`src/rtl/bram_stream_pkg.sv`:
```
// Shared types and helpers for the BRAM ping-pong stream writer.
// Optional header stamping is controlled by HDR_STAMP_EN.
package bram_stream_pkg;

  typedef enum logic [1:0] {
    IDLE,
    WRITE,
    WAIT_FREE
  } state_t;

  localparam logic [7:0] HDR_MAGIC = 8'hA5;

  function automatic logic [31:0] pack_addr(
    input logic        half,
    input logic [29:0] idx,
    input int          iw
  );
    logic [31:0] h;
    h = {31'd0, half};
    return (h << (iw + 2)) | {idx, 2'b00};
  endfunction

endpackage

```
`src/rtl/bram_stream_writer_if.sv`:
```
// Stream and BRAM Port A bundles for the stream writer.
// Stream side is a plain valid/ready handshake.
interface stream_if;
  logic [31:0] s_data;
  logic        s_valid;
  logic        s_ready;

  modport master (output s_data, output s_valid, input s_ready);
  modport slave (input s_data, input s_valid, output s_ready);
endinterface

interface bram_port_if #(
  parameter int AW = 16
);
  logic          bram_clk;
  logic          bram_rst;
  logic          bram_en;
  logic [3:0]    bram_we;
  logic [AW-1:0] bram_addr;
  logic [31:0]   bram_din;
  logic [31:0]   bram_dout;

  modport master (
    output bram_clk, output bram_rst, output bram_en,
    output bram_we, output bram_addr, output bram_din,
    input bram_dout
  );
  modport slave (
    input bram_clk, input bram_rst, input bram_en,
    input bram_we, input bram_addr, input bram_din,
    output bram_dout
  );
endinterface

```
`src/rtl/bram_stream_writer_half_flags.sv`:
```
// Per-half full flags; a set in the same cycle as a release wins.
module bram_half_flags (
  input  logic       clk,
  input  logic       rst,
  input  logic [1:0] set_i,
  input  logic [1:0] release_i,
  output logic [1:0] full_o
);

  logic [1:0] full_q, full_d;

  assign full_d = set_i | (full_q & ~release_i);
  assign full_o = full_q;

  always_ff @(posedge clk) begin
    if (rst) full_q <= 2'b00;
    else     full_q <= full_d;
  end

endmodule

```
`src/rtl/bram_stream_writer.sv`:
```
// Ping-pong stream writer into BRAM Port A.
// Define HDR_STAMP_EN to stamp a sequence header into word 0 of each half.
module bram_stream_writer
  import bram_stream_pkg::*;
#(
  parameter int BRAM_ADDR_WIDTH = 16,
  parameter int BRAM_DATA_WIDTH = 32,
  parameter int HALF_WORDS      = 2**(BRAM_ADDR_WIDTH-3)
) (
  input  logic                        clk,
  input  logic                        rst,
  input  logic                        enable,
  input  logic [1:0]                  half_release,
  output logic [1:0]                  half_full,
  output logic                        half_done,
  output logic                        done_half,
  output logic [$clog2(HALF_WORDS):0] fill_words,
  output logic                        active_half,
  stream_if.slave                     s,
  bram_port_if.master                 bram
);

  localparam int IW = $clog2(HALF_WORDS);
  localparam int FW = IW + 1;

  state_t                       state_q, state_d;
  logic [IW-1:0]                idx_q, idx_d;
  logic                         act_q, act_d;
  logic                         hd_q, hd_d;
  logic                         dh_q, dh_d;
  logic [FW-1:0]                fw_q, fw_d;
  logic                         en_q, en_d;
  logic [3:0]                   we_q, we_d;
  logic [BRAM_ADDR_WIDTH-1:0]   addr_q, addr_d;
  logic [BRAM_DATA_WIDTH-1:0]   din_q, din_d;
  logic [1:0]                   set_full;
  logic                         ready, accept, last, close;
  logic [BRAM_ADDR_WIDTH-1:0]   waddr;
  logic [FW-1:0]                fill_nxt;
  logic                         unused_dout;

  bram_half_flags u_flags (
    .clk       (clk),
    .rst       (rst),
    .set_i     (set_full),
    .release_i (half_release),
    .full_o    (half_full)
  );

`ifdef HDR_STAMP_EN
  logic [15:0] seq_q, seq_d;
  logic        hdr_cyc;

  assign hdr_cyc = (state_q == WRITE) && enable &&
                   !half_full[act_q] && (idx_q == '0);
  assign ready = (state_q == WRITE) && !half_full[act_q] &&
                 (idx_q != '0);
`else
  assign ready = (state_q == WRITE) && !half_full[act_q];
`endif

  assign accept   = s.s_valid && ready;
  assign last     = idx_q == IW'(HALF_WORDS - 1);
  assign waddr    = BRAM_ADDR_WIDTH'(pack_addr(act_q, 30'(idx_q), IW));
  assign fill_nxt = {1'b0, idx_q} + FW'(1);

  always_comb begin
    state_d  = state_q;
    idx_d    = idx_q;
    act_d    = act_q;
    hd_d     = 1'b0;
    dh_d     = dh_q;
    fw_d     = fw_q;
    en_d     = 1'b0;
    we_d     = 4'h0;
    addr_d   = addr_q;
    din_d    = din_q;
    set_full = 2'b00;
    close    = 1'b0;
`ifdef HDR_STAMP_EN
    seq_d    = seq_q;
`endif
    unique case (state_q)
      IDLE: begin
        if (enable) state_d = WRITE;
      end
      WRITE: begin
`ifdef HDR_STAMP_EN
        if (hdr_cyc) begin
          en_d   = 1'b1;
          we_d   = 4'hF;
          addr_d = waddr;
          din_d  = {HDR_MAGIC, 8'h00, seq_q};
          idx_d  = IW'(1);
        end
`endif
        if (accept) begin
          en_d   = 1'b1;
          we_d   = 4'hF;
          addr_d = waddr;
          din_d  = s.s_data;
          idx_d  = idx_q + IW'(1);
        end
        if (accept && last) begin
          close = 1'b1;
          fw_d  = FW'(HALF_WORDS);
        end else if (!enable && (accept || idx_q != '0)) begin
          // partial half is handed to the host as-is
          close = 1'b1;
          fw_d  = accept ? fill_nxt : {1'b0, idx_q};
        end
        if (close) begin
          set_full[act_q] = 1'b1;
          hd_d  = 1'b1;
          dh_d  = act_q;
          act_d = ~act_q;
          idx_d = '0;
`ifdef HDR_STAMP_EN
          seq_d = seq_q + 16'd1;
`endif
        end
        if (!enable)
          state_d = IDLE;
        else if (close && half_full[~act_q])
          state_d = WAIT_FREE;
      end
      WAIT_FREE: begin
        if (!enable)
          state_d = IDLE;
        else if (!half_full[act_q])
          state_d = WRITE;
      end
      default: state_d = IDLE;
    endcase
  end

  always_ff @(posedge clk) begin
    if (rst) begin
      state_q <= IDLE;
      idx_q   <= '0;
      act_q   <= 1'b0;
      hd_q    <= 1'b0;
      dh_q    <= 1'b0;
      fw_q    <= '0;
      en_q    <= 1'b0;
      we_q    <= 4'h0;
      addr_q  <= '0;
      din_q   <= '0;
`ifdef HDR_STAMP_EN
      seq_q   <= 16'd0;
`endif
    end else begin
      state_q <= state_d;
      idx_q   <= idx_d;
      act_q   <= act_d;
      hd_q    <= hd_d;
      dh_q    <= dh_d;
      fw_q    <= fw_d;
      en_q    <= en_d;
      we_q    <= we_d;
      addr_q  <= addr_d;
      din_q   <= din_d;
`ifdef HDR_STAMP_EN
      seq_q   <= seq_d;
`endif
    end
  end

  assign s.s_ready      = ready;
  assign half_done      = hd_q;
  assign done_half      = dh_q;
  assign fill_words     = fw_q;
  assign active_half    = act_q;
  assign bram.bram_clk  = clk;
  assign bram.bram_rst  = rst;
  assign bram.bram_en   = en_q;
  assign bram.bram_we   = we_q;
  assign bram.bram_addr = addr_q;
  assign bram.bram_din  = din_q;
  assign unused_dout    = ^bram.bram_dout;

endmodule
```
`src/flat_wrapper.sv`:
```
// flat-port wrapper written by rule: the top's interface ports become plain ports
module bram_stream_writer_flat import bram_stream_pkg::*;
#(
  parameter int BRAM_ADDR_WIDTH = 16,
  parameter int BRAM_DATA_WIDTH = 32,
  parameter int HALF_WORDS      = 2**(BRAM_ADDR_WIDTH-3)
)
  (clk, rst, enable, half_release, half_full, half_done, done_half, fill_words, active_half, s_s_data, s_s_valid, s_s_ready, bram_bram_clk, bram_bram_rst, bram_bram_en, bram_bram_we, bram_bram_addr, bram_bram_din, bram_bram_dout);
  stream_if s_i ();
  bram_port_if bram_i ();
  input  logic clk;
  input  logic rst;
  input  logic enable;
  input  logic [1:0] half_release;
  output logic [1:0] half_full;
  output logic half_done;
  output logic done_half;
  output logic [$clog2(HALF_WORDS):0] fill_words;
  output logic active_half;
  input wire logic [$bits(s_i.s_data)-1:0] s_s_data;
  input wire logic [$bits(s_i.s_valid)-1:0] s_s_valid;
  output wire logic [$bits(s_i.s_ready)-1:0] s_s_ready;
  output wire logic [$bits(bram_i.bram_clk)-1:0] bram_bram_clk;
  output wire logic [$bits(bram_i.bram_rst)-1:0] bram_bram_rst;
  output wire logic [$bits(bram_i.bram_en)-1:0] bram_bram_en;
  output wire logic [$bits(bram_i.bram_we)-1:0] bram_bram_we;
  output wire logic [$bits(bram_i.bram_addr)-1:0] bram_bram_addr;
  output wire logic [$bits(bram_i.bram_din)-1:0] bram_bram_din;
  input wire logic [$bits(bram_i.bram_dout)-1:0] bram_bram_dout;
  assign s_i.s_data = s_s_data;
  assign s_i.s_valid = s_s_valid;
  assign s_s_ready = s_i.s_ready;
  assign bram_bram_clk = bram_i.bram_clk;
  assign bram_bram_rst = bram_i.bram_rst;
  assign bram_bram_en = bram_i.bram_en;
  assign bram_bram_we = bram_i.bram_we;
  assign bram_bram_addr = bram_i.bram_addr;
  assign bram_bram_din = bram_i.bram_din;
  assign bram_i.bram_dout = bram_bram_dout;
  bram_stream_writer #(.BRAM_ADDR_WIDTH(BRAM_ADDR_WIDTH), .BRAM_DATA_WIDTH(BRAM_DATA_WIDTH), .HALF_WORDS(HALF_WORDS)) u_core (.clk(clk), .rst(rst), .enable(enable), .half_release(half_release), .half_full(half_full), .half_done(half_done), .done_half(done_half), .fill_words(fill_words), .active_half(active_half), .s(s_i), .bram(bram_i));
endmodule
```
`config.mk`:
```
export PLATFORM = sky130hd
export DESIGN_NAME = bram_stream_writer_flat
export DESIGN_NICKNAME = d
export VERILOG_FILES = /design/src/rtl/bram_stream_pkg.sv /design/src/rtl/bram_stream_writer_if.sv /design/src/rtl/bram_stream_writer_half_flags.sv /design/src/rtl/bram_stream_writer.sv /design/src/flat_wrapper.sv
export SDC_FILE = /design/constraint.sdc
export NUM_CORES = 1
export LEC_CHECK = 0
export ABC_AREA = 1
export CORE_ASPECT_RATIO = 0.7
export CORE_MARGIN = 2
export CORE_UTILIZATION = 47
export CTS_BUF_LIST = sky130_fd_sc_hd__clkbuf_16
export DETAILED_ROUTE_END_ITERATION = 10
export PLACE_DENSITY_LB_ADDON = 0.08
export SLEW_MARGIN = 5
export SYNTH_ARGS = -nofsm -noshare
export SYNTH_HDL_FRONTEND = slang
export SYNTH_SLANG_ARGS = --single-unit
export TNS_END_PERCENT = 50
```
`constraint.sdc`:
```
create_clock -name clk -period 2.32 [get_ports clk]
set_input_delay 0.464 -clock clk [delete_from_list [all_inputs] [get_ports clk]]
set_output_delay 0.464 -clock clk [all_outputs]
set_load 0.05 [all_outputs]
```
==> reports/metrics.yaml, run 1 <==
detailed_routing:
  ant_nets: 0
  drtIter0Drc: 268
  post_drt_wl_per_cell_microns: 14.04
  drc: 0
  drt_pass1_iterations: 4
  vias: 3489
  wl_microns: 9815
  via_per_inst: 4.991
placed_design:
  place_congestion: 0.8813
  dpl_cell_area_sq_mm: 0.004776
  io_buffers: 110
  hpwl_microns: 6608
timing:
  slew_violations: 0
  skew_ns: 0.005320
  tightestPinTransition_ns: 0.7772
  fin_tns_setup_ns: 0
  rsz0062_at_grt: "no"
  setup_viol: 0
  slew_headroom_pct: 48.19
  hold_viol: 0
floorplan:
  fp.dieH_microns: 78.23
  start_util_pct: 47.82
  die_w_microns: 110.0
  die-area_sq_mm: 0.008609
  core-area_sq_mm: 0.007736
  ioPinCount: 145
  rows: 27
setup_path:
  critical_path_required_ns: 1.86
  worstSetupEndpointType: "primary output"
  critPathKind: "clk2out"
  cp_max_fo: 2
  crit_arrival_ns: 1.82
  start_kind: "clock port"
clock_network:
  cts.clk_slew.worst_paths_ns: 0.06
  holdBufCountCts: 0
  cts_tree: "done"
  clock_latency_ns: 0.45
logic_synthesis:
  yosys-top-cells-count: "nand2_1, dfxtp_1, a21oi_1"
  seq_area_frac_synth_pct: 43.83
  postSynth.asyncResetShare_pct: 0
  syn_area_sq_mm: 0.003700
  yosysTopAreaCellShare_pct: 43.83
  synth_area_leader_cell: "dfxtp_1"
  synth_edf_count: 0
  syn_inst: 497
  synthTopCellsByArea: "dfxtp_1, nand2_1, a21oi_1"
  synth_warnings: 0
  ys.flop_type: "dfxtp_1"
  ys_types: 37
  synth_seq_cells: 81
  yosys.cell_count.top_type: "nand2_1"
  syn_avg_cell_area_sq_um: 7.444
global_route:
  grt_remaining_overflow: 0
  grt_pass1_wl_microns: 15640
  grt_max_degree: 69
  grt_pass1_vias: 3153
  grt_use_met2_pct: 35.58
  use_met1_pct: 32.12
  grtUsageTotal_pct: 23.71
  top_usage_layer: "met2"
  grt_util_met3_pct: 8.389
  antenna_found_initial: 0
run_status:
  status: "finished, final reports clean"
power:
  powerDensity_mw_per_mm2: 779.1
  p_leak_uw: 0.001936
  peakVddDrop_v: 0.0006224
run:
  maxCapViolations: 0
cells_and_area:
  fill_cells: 677
  drive_above_1_share_pct: 11.37
  area_delta_synth_final_pct: 39.70
  antennaDiodeCount: 0
  design_area_sq_mm: 0.005169
  layout.nets: 665
worst_hold_path:
  hp-class: "reg2reg"
## final cells by class
type | instances | area (sq um) | share of cell area [%]
Multi-Input combinational cell | 352 | 1735 | 33.58
Sequential cell | 81 | 1622 | 31.37
Timing Repair Buffer | 116 | 1174 | 22.71
Clock buffer | 13 | 309.0 | 5.979
Tap cell | 101 | 126.4 | 2.445
Inverter | 29 | 108.9 | 2.106
Clock inverter | 7 | 93.84 | 1.816
## through the flow
step | power (uW) | hold slack [ns] | setup slack, ns | instances | utilization, %
after global placement | 2277 | 0.4480 | 0.02391 | 680 | 61.73
after CTS | 4053 | 0.4638 | 0.03453 | 699 | 66.81
after floorplan | 2079 | 0.4755 | 0.4647 | 498 | -
after detailed placement | 2287 | 0.4550 | 0.02391 | 680 | 61.73
after global routing | 4183 | 0.4835 | 0.02105 | 699 | 66.81
final | 4027 | 0.4620 | 0.03801 | 699 | 66.81
## layer usage
metal / wire length, microns / part of all wire [%] / vias up
met3: 750 / 7.6 / 5
met4: 67 / 0.68 / 0
met2: 4339 / 44 / 116
met5: 0 / 0 / -
li1: - / - / 1775
met1: 4659 / 47 / 1593
## path summary, 6_finish.rpt
kind                                                   to  cells past startpoint                 startpoint  slack, ns
worst max-delay path                        bram_bram_clk                      3                        clk       0.04
worst max register to register       u_core.fill_words[6]                     10            u_core.idx_q[0]       0.47
worst min-delay path            u_core.bram.bram_addr[14]                      2  u_core.bram.bram_addr[14]       0.46
worst min register to register  u_core.bram.bram_addr[14]                      2  u_core.bram.bram_addr[14]       0.46
## cells in the final DEF (no fill, tap or decap), types with 2 or more instances in the layout
cell type	count
mux2i_1	2
inv_1	26
a21oi_1	65
nand4_1	6
buf_12	3
nor2_2	6
nand2_1	158
a21oi_2	7
nand2_8	2
nor2_1	27
conb_1	2
buf_4	5
nand3_2	2
or2_2	2
xor2_1	4
o21ai_0	22
nand2_2	11
bufinv_16	2
inv_2	3
dfxtp_1	81
clkdlybuf4s50_1	107
nand3_1	18
nand2_4	3
nor3_1	2
ha_1	2
clkbuf_16	12
## state kept, by name (all words and copies together) (netlist names)
name                   count
u_core.bram.bram_din      32
u_core.bram.bram_addr     14
u_core.fill_words         14
u_core.idx_q              13
u_core.state_q             2
u_core.u_flags.full_o      2
u_core.active_half         1
u_core.bram.bram_we        1
u_core.done_half           1
u_core.half_done           1
## worst max-delay path: stages
cell and delay (ns):
clkbuf_16 0.12, clkbuf_16 0.12, dlygate4sd2_1 0.41
## repair_timing
item	in CTS	in global routing
buffers inserted	0	0
resized for setup	1	0
hold endpoints to repair	0	0
setup endpoints to repair	1	0
## logic make-up after synthesis
| group | count (synthesis) | share of synthesized area, % |
|---|---|---|
| other | 1 | 0.1014 |
| and+or+nand+nor | 241 | 29.46 |
| buffers and inverters | 65 | 9.368 |
| DFF | 81 | 43.83 |
| muxes | 2 | 0.5411 |
| adders and majority gates | 2 | 0.6763 |
| AOI/OAI and AO/OA | 100 | 14.85 |
| xor gates and xnor gates | 5 | 1.184 |
## power by group
| group | internal, uW | leakage, uW | switching (uW) |
|---|---|---|---|
| combinational | 232 | 0.00108 | 442 |
| clock | 1180 | 0.000196 | 687 |
| sequential | 1450 | 0.000656 | 42.8 |
| total | 2860 | 0.00194 | 1170 |
No activity file was read; power rests on OpenSTA's default activity.
==> run 2, diff against run 1 <==
Settings changed: CORE_UTILIZATION 47 to 44, RECOVER_POWER from default to 50.
Clock period 2.32 ns to 2.3 ns, I/O delays scaled along.
==> run 2 against run 1 <==
Effect of this change:
- cell count up 0.14%
- first-iteration DRC count down 11%
- design area down 1.4%
- die area up 6.5%
- hold slack about the same
- critical path depth unchanged
- flip-flop and latch count unchanged
- sequential power about the same
- critical endpoint unchanged
==> reports/metrics.yaml, run 2 (synthesis gave the netlist of run 1 again) <==
cells_and_area:
  antennaDiodeCount: 0  # unchanged
  drive_above_1_share_pct: 9.349  # -2.0 points
  fill_cells: 747  # +10%
  area_delta_synth_final_pct: 37.81
  layout.nets: 666  # +0.15%
  mostFrequentLayoutCells: "nand2_1, clkdlybuf4s50_1, dfxtp_1"
  layout_commonest_cell: "nand2_1"
  largest_reg_flops: 32  # unchanged
global_route:
  antenna_found_initial: 0  # unchanged
  grt_pass1_wl_microns: 15970  # +2.1%
  grtUsageTotal_pct: 22.31  # -1.4 points
  grt_remaining_overflow: 0  # unchanged
  grt_max_degree: 68  # -1.4%
  grt_pass1_vias: 3232  # +2.5%
floorplan:
  fp.dieH_microns: 80.72  # +3.2%
  core-area_sq_mm: 0.008006  # +3.5%
  start_util_pct: 46.21  # -1.6 points
  ioPinCount: 145  # unchanged
  rows: 27  # unchanged
  die-area_sq_mm: 0.009170  # +6.5%
  die_w_microns: 113.6  # +3.2%
clock_network:
  clock_latency_ns: 0.45  # about the same
  holdBufCountCts: 0  # unchanged
  postCtsSetupBuffers: 0  # unchanged
  cts.clk_slew.worst_paths_ns: 0.06  # about the same
  cts_tree: "done"
setup_path:
  critPathKind: "clk2out"
  cp_max_fo: 2  # unchanged
  cp-startpoint: "clk"
  path_depth: 3  # unchanged
  cp_cell_sequence: "clkbuf_16, clkbuf_16, dlygate4sd2_1"
  crit_arrival_ns: 1.81  # about the same
  endpoint: "bram_bram_clk"
  r2r_start: "u_core.active_half"
  critical_path_required_ns: 1.84  # -0.02 ns
  slowest_stage: "dlygate4sd2_1"
  critical-path-top-delay-family: "buffers and inverters"
  worstSetupEndpointType: "primary output"
  crit_top_cell: "clkbuf_16"
  crit_buf_inv: 3  # unchanged
  regToRegSetupSlack_ns: 0.24  # -0.23 ns
  reg2reg_to: "u_core.u_flags.full_o[0]"
  start_kind: "clock port"
  r2r_cells: 9  # -1
  cp_slowest_stage_delay_ns: 0.41  # about the same
placed_design:
  place_congestion: 0.8915  # +1.2%
  io_buffers: 110  # unchanged
  hpwl_microns: 6769  # +2.4%
detailed_routing:
  drtIter0Drc: 238  # -11%
  post_drt_wl_per_cell_microns: 13.90  # -1.0%
  wl_microns: 9730  # -0.87%
  vias: 3480  # -0.26%
  via_per_inst: 4.971  # -0.40%
  drt_pass1_iterations: 5  # +1
  drc: 0  # unchanged
  ant_nets: 0  # unchanged
run_status:
  status: "finished, final reports clean"
worst_hold_path:
  hp-class: "reg2reg"
timing:
  fin_tns_setup_ns: 0  # unchanged
  slew_violations: 0  # unchanged
  hold_viol: 0  # unchanged
  tightestPinTransition_ns: 0.6526  # -0.1246 ns
  holdWs_ns: 0.4621  # +0.00009900 ns
  setup_viol: 0  # unchanged
  slew_headroom_pct: 56.49  # +8.3 points
  rsz0062_at_grt: "no"
  skew_ns: 0.006501  # +0.001181 ns
power:
  peakVddDrop_v: 0.0005929  # -4.7%
  p_leak_uw: 0.001921  # -0.80%
  powerDensity_mw_per_mm2: 763.2  # -2.0%
run:
  maxCapViolations: 0  # unchanged
[run 2: stage by stage]
| stage | total power (uW) | cells | setup WS (ns) | area, sq um | util (%) |
|---|---|---|---|---|---|
| after floorplan | 2097 | 498 | 0.4447 | 3704 | - |
| after global placement | 2301 | 681 | 0.01791 | 4793 | 59.87 |
| after detailed placement | 2308 | 681 | 0.01791 | 4793 | 59.87 |
| after CTS | 3945 | 700 | 0.02427 | 5154 | 64.37 |
| after global routing | 4053 | 700 | 0.01745 | 5099 | 63.68 |
| final | 3891 | 700 | 0.02879 | 5099 | 63.68 |
[run 2: cell type report]
class                           count  area, sq um  share of cell area (%)
Multi-Input combinational cell    352         1694                   33.23
Sequential cell                    81         1622                   31.80
Timing Repair Buffer              117         1177                   23.09
Clock buffer                       13        309.0                   6.061
Tap cell                          101        126.4                   2.479
Inverter                           29        108.9                   2.135
Clock inverter                      7        61.31                   1.202
[run 2: worst min path at each step]
stage,cells past startpoint,from,end,slack (ns)
2_1_floorplan,2,u_core.idx_q[1],u_core.idx_q[1],0.48
3_3_place_gp,2,u_core.fill_words[1],u_core.fill_words[1],0.45
3_5_place_dp,2,u_core.fill_words[1],u_core.fill_words[1],0.45
4_1_cts,2,u_core.fill_words[1],u_core.fill_words[1],0.46
5_1_grt,2,u_core.fill_words[11],u_core.fill_words[11],0.48
6_report,2,u_core.fill_words[1],u_core.fill_words[1],0.46
[run 2: report_power, final]
group	switching [uW]	internal, uW
Combinational	432	227
Clock	665	1070
Sequential	42.1	1460
[run 2: timing repair]
item                                   4_1_cts  5_1_grt
endpoints found under the hold margin        0        0
setup endpoints to repair                    1        0
resized for setup                            1        0
[run 2: per-layer routing]
metal	track usage (%)	up-vias	wire, microns
li1	-	1779	-
met1	31.50	1569	4781
met2	32.69	122	4166
met3	6.491	10	678
met4	7.439	0	104
met5	0	-	0
[run 2: tightest hold or removal path: cells and delay by family (launching register included)]
kind	cells	cell delay (ns)
AOI/OAI and AO/OA	1	0.05
and+or+nand+nor	1	0.06
DFF	1	0.31
==> run 3, diff against run 2 <==
Settings changed: CTS_CLUSTER_DIAMETER from default to 120, REMOVE_ABC_BUFFERS from default to 1.
==> run 3 against run 2 <==
Effect of this change:
- clock power fell by 3%
- global-route usage shrank 1.1 points
- flip-flop and latch count unchanged
- sequential share of layout area increased by 0.13 points
- sequential power about the same
- cell count decreased by 0.43%
- total power is 1.4% lower
- critical path depth unchanged
- combinational power about the same
- highest routed layer unchanged
==> reports/metrics.yaml, run 3 (synthesis gave the netlist of run 1 again) <==
run_status:
  status: "finished, final reports clean"
clock_network:
  postCtsSetupBuffers: 0  # unchanged
  holdBufCountCts: 0  # unchanged
  cts.clk_slew.worst_paths_ns: 0.05  # about the same
  cts_tree: "done"
  clock_latency_ns: 0.44  # about the same
global_route:
  grt_max_degree: 54  # -21%
  grt_pass1_wl_microns: 15360  # -3.8%
  grtUsageTotal_pct: 21.25  # -1.1 points
  grt_remaining_overflow: 0  # unchanged
  antenna_found_initial: 0  # unchanged
  grt_pass1_vias: 3230  # -0.062%
setup_path:
  critPathKind: "clk2out"
  critical-path-top-delay-family: "buffers and inverters"
  cp_cell_sequence: "clkbuf_16, clkbuf_16, dlygate4sd2_1"
  crit_arrival_ns: 1.81  # about the same
  worstSetupEndpointType: "primary output"
  start_kind: "clock port"
  slowest_stage: "dlygate4sd2_1"
  r2r_start: "u_core.idx_q[0]"
  reg2reg_to: "u_core.fill_words[13]"
  crit_buf_inv: 3  # unchanged
  r2r_cells: 11  # +2
  crit_top_cell: "clkbuf_16"
  critical_path_required_ns: 1.84  # about the same
  cp_slowest_stage_delay_ns: 0.41  # about the same
  regToRegSetupSlack_ns: 0.26  # +0.02 ns
  cp_max_fo: 2  # unchanged
cells_and_area:
  layout_commonest_cell: "nand2_1"
  area_delta_synth_final_pct: 37.23
  utilization_pct: 63.42  # -0.27 points
  drive_above_1_share_pct: 9.228  # -0.12 points
  mostFrequentLayoutCells: "nand2_1, clkdlybuf4s50_1, dfxtp_1"
  ff_latch_area_sq_mm: 0.001622  # unchanged
  multi_input_area_sq_mm: 0.001699  # +0.30%
  fill_cells: 725  # -2.9%
  antennaDiodeCount: 0  # unchanged
  largest_reg_flops: 32  # unchanged
  layout.nets: 665  # -0.15%
timing:
  slew_headroom_pct: 36.28  # -20 points
  tightestPinTransition_ns: 0.9558  # +0.3032 ns
  slew_violations: 0  # unchanged
  setup_viol: 0  # unchanged
  hold_viol: 0  # unchanged
  finalWorstSetupSlack_ns: 0.03230  # +0.003517 ns
  skew_ns: 0.004451  # -0.002050 ns
  rsz0062_at_grt: "no"
worst_hold_path:
  worstHoldStart: "u_core.bram.bram_addr[8]"
  holdPathEnd: "u_core.bram.bram_addr[8]"
  hp-class: "reg2reg"
  min_path_cells: 2  # unchanged
floorplan:
  fp.dieH_microns: 80.72  # unchanged
  core-area_sq_mm: 0.008006  # unchanged
  start_util_pct: 46.21  # unchanged
  die-area_sq_mm: 0.009170  # unchanged
  ioPinCount: 145  # unchanged
  rows: 27  # unchanged
  die_w_microns: 113.6  # unchanged
placed_design:
  dp_slack_ns: 0.01791  # unchanged
  hpwl_microns: 6330  # -6.5%
  place_congestion: 0.8736  # -2.0%
  io_buffers: 110  # unchanged
power:
  p_leak_uw: 0.001926  # +0.27%
  peakVddDrop_v: 0.0008928  # +51%
  powerDensity_mw_per_mm2: 756.0  # -0.95%
detailed_routing:
  ant_nets: 0  # unchanged
  wl_microns: 9264  # -4.8%
  via_per_inst: 4.963  # -0.18%
  post_drt_wl_per_cell_microns: 13.29  # -4.4%
  drc: 0  # unchanged
  drtIter0Drc: 287  # +21%
  vias: 3459  # -0.60%
  drt_pass1_iterations: 4  # -1
run:
  maxCapViolations: 0  # unchanged
## run 3: cell types whose count changed in the layout (fill, tap and decap cells not counted), moves of 2 or more
| cell | previous run | this run |
|---|---|---|
| nand2_1 | 161 | 159 |
| a21oi_2 | 6 | 4 |
| clkbuf_1 | 3 | 1 |
| clkinv_1 | 3 | 1 |
| nor2_2 | 6 | 4 |
| nor2_1 | 27 | 29 |
## run 3: worst register-to-register path: cells and delay by family (launching register included)
family | cells | cell delay, ns
and+or+nand+nor | 9 | 1.17
DFF | 1 | 0.41
buffers and inverters | 1 | 0.18
adders and majority gates | 1 | 0.24
## run 3: layout make-up
class | count | area share [%]
Multi-Input combinational cell | 352 | 33.46
Sequential cell | 81 | 31.94
Timing Repair Buffer | 116 | 22.89
Clock buffer | 13 | 6.087
Tap cell | 101 | 2.489
Inverter | 29 | 2.144
Clock inverter | 5 | 0.9857
## run 3: repair_timing
item | in CTS | in global routing
hold endpoints to repair | 0 | 0
resized for setup | 1 | 0
setup endpoints to repair | 1 | 0
## run 3: stage by stage
| step | instances | hold WS, ns | power (uW) | setup TNS [ns] | cell area, sq um |
|---|---|---|---|---|---|
| 6_report | 697 | 0.4615 | 3838 | 0 | 5077 |
| 5_1_grt | 697 | 0.4777 | 4003 | 0 | 5077 |
| 4_1_cts | 697 | 0.4186 | 3900 | 0 | 5122 |
| 3_5_place_dp | 680 | 0.4541 | 2303 | 0 | 4773 |
| 3_3_place_gp | 680 | 0.4496 | 2297 | 0 | 4773 |
| 2_1_floorplan | 462 | 0.4600 | 1934 | -13.89 | 3466 |
## run 3: where the power goes
| part | total (uW) | switching [uW] | internal, uW | leakage [uW] |
|---|---|---|---|---|
| combinational | 660 | 431 | 229 | 0.00109 |
| clock | 1680 | 622 | 1060 | 0.000178 |
| sequential | 1500 | 42.3 | 1460 | 0.000656 |
| total | 3840 | 1100 | 2740 | 0.00193 |
## run 3: worst max-delay path by stage
stage,from,end,slack [ns],cells after the start
3_5_place_dp,clk,bram_bram_clk,0.02,1
4_1_cts,clk,bram_bram_clk,0.03,3
5_1_grt,clk,bram_bram_clk,0.02,3
3_3_place_gp,clk,bram_bram_clk,0.02,1
2_1_floorplan,u_core.active_half,u_core.fill_words[13],-0.44,10
6_report,clk,bram_bram_clk,0.03,3
## run 3: metal layers
metal	global-route usage (%)	up-vias	wire (microns)	part of all wire, %
met4	7.073	0	97	1.0
met1	29.04	1561	4424	48
met3	6.415	11	675	7.3
met5	0	-	0	0
met2	32.22	113	4066	44
li1	-	1774	-	-
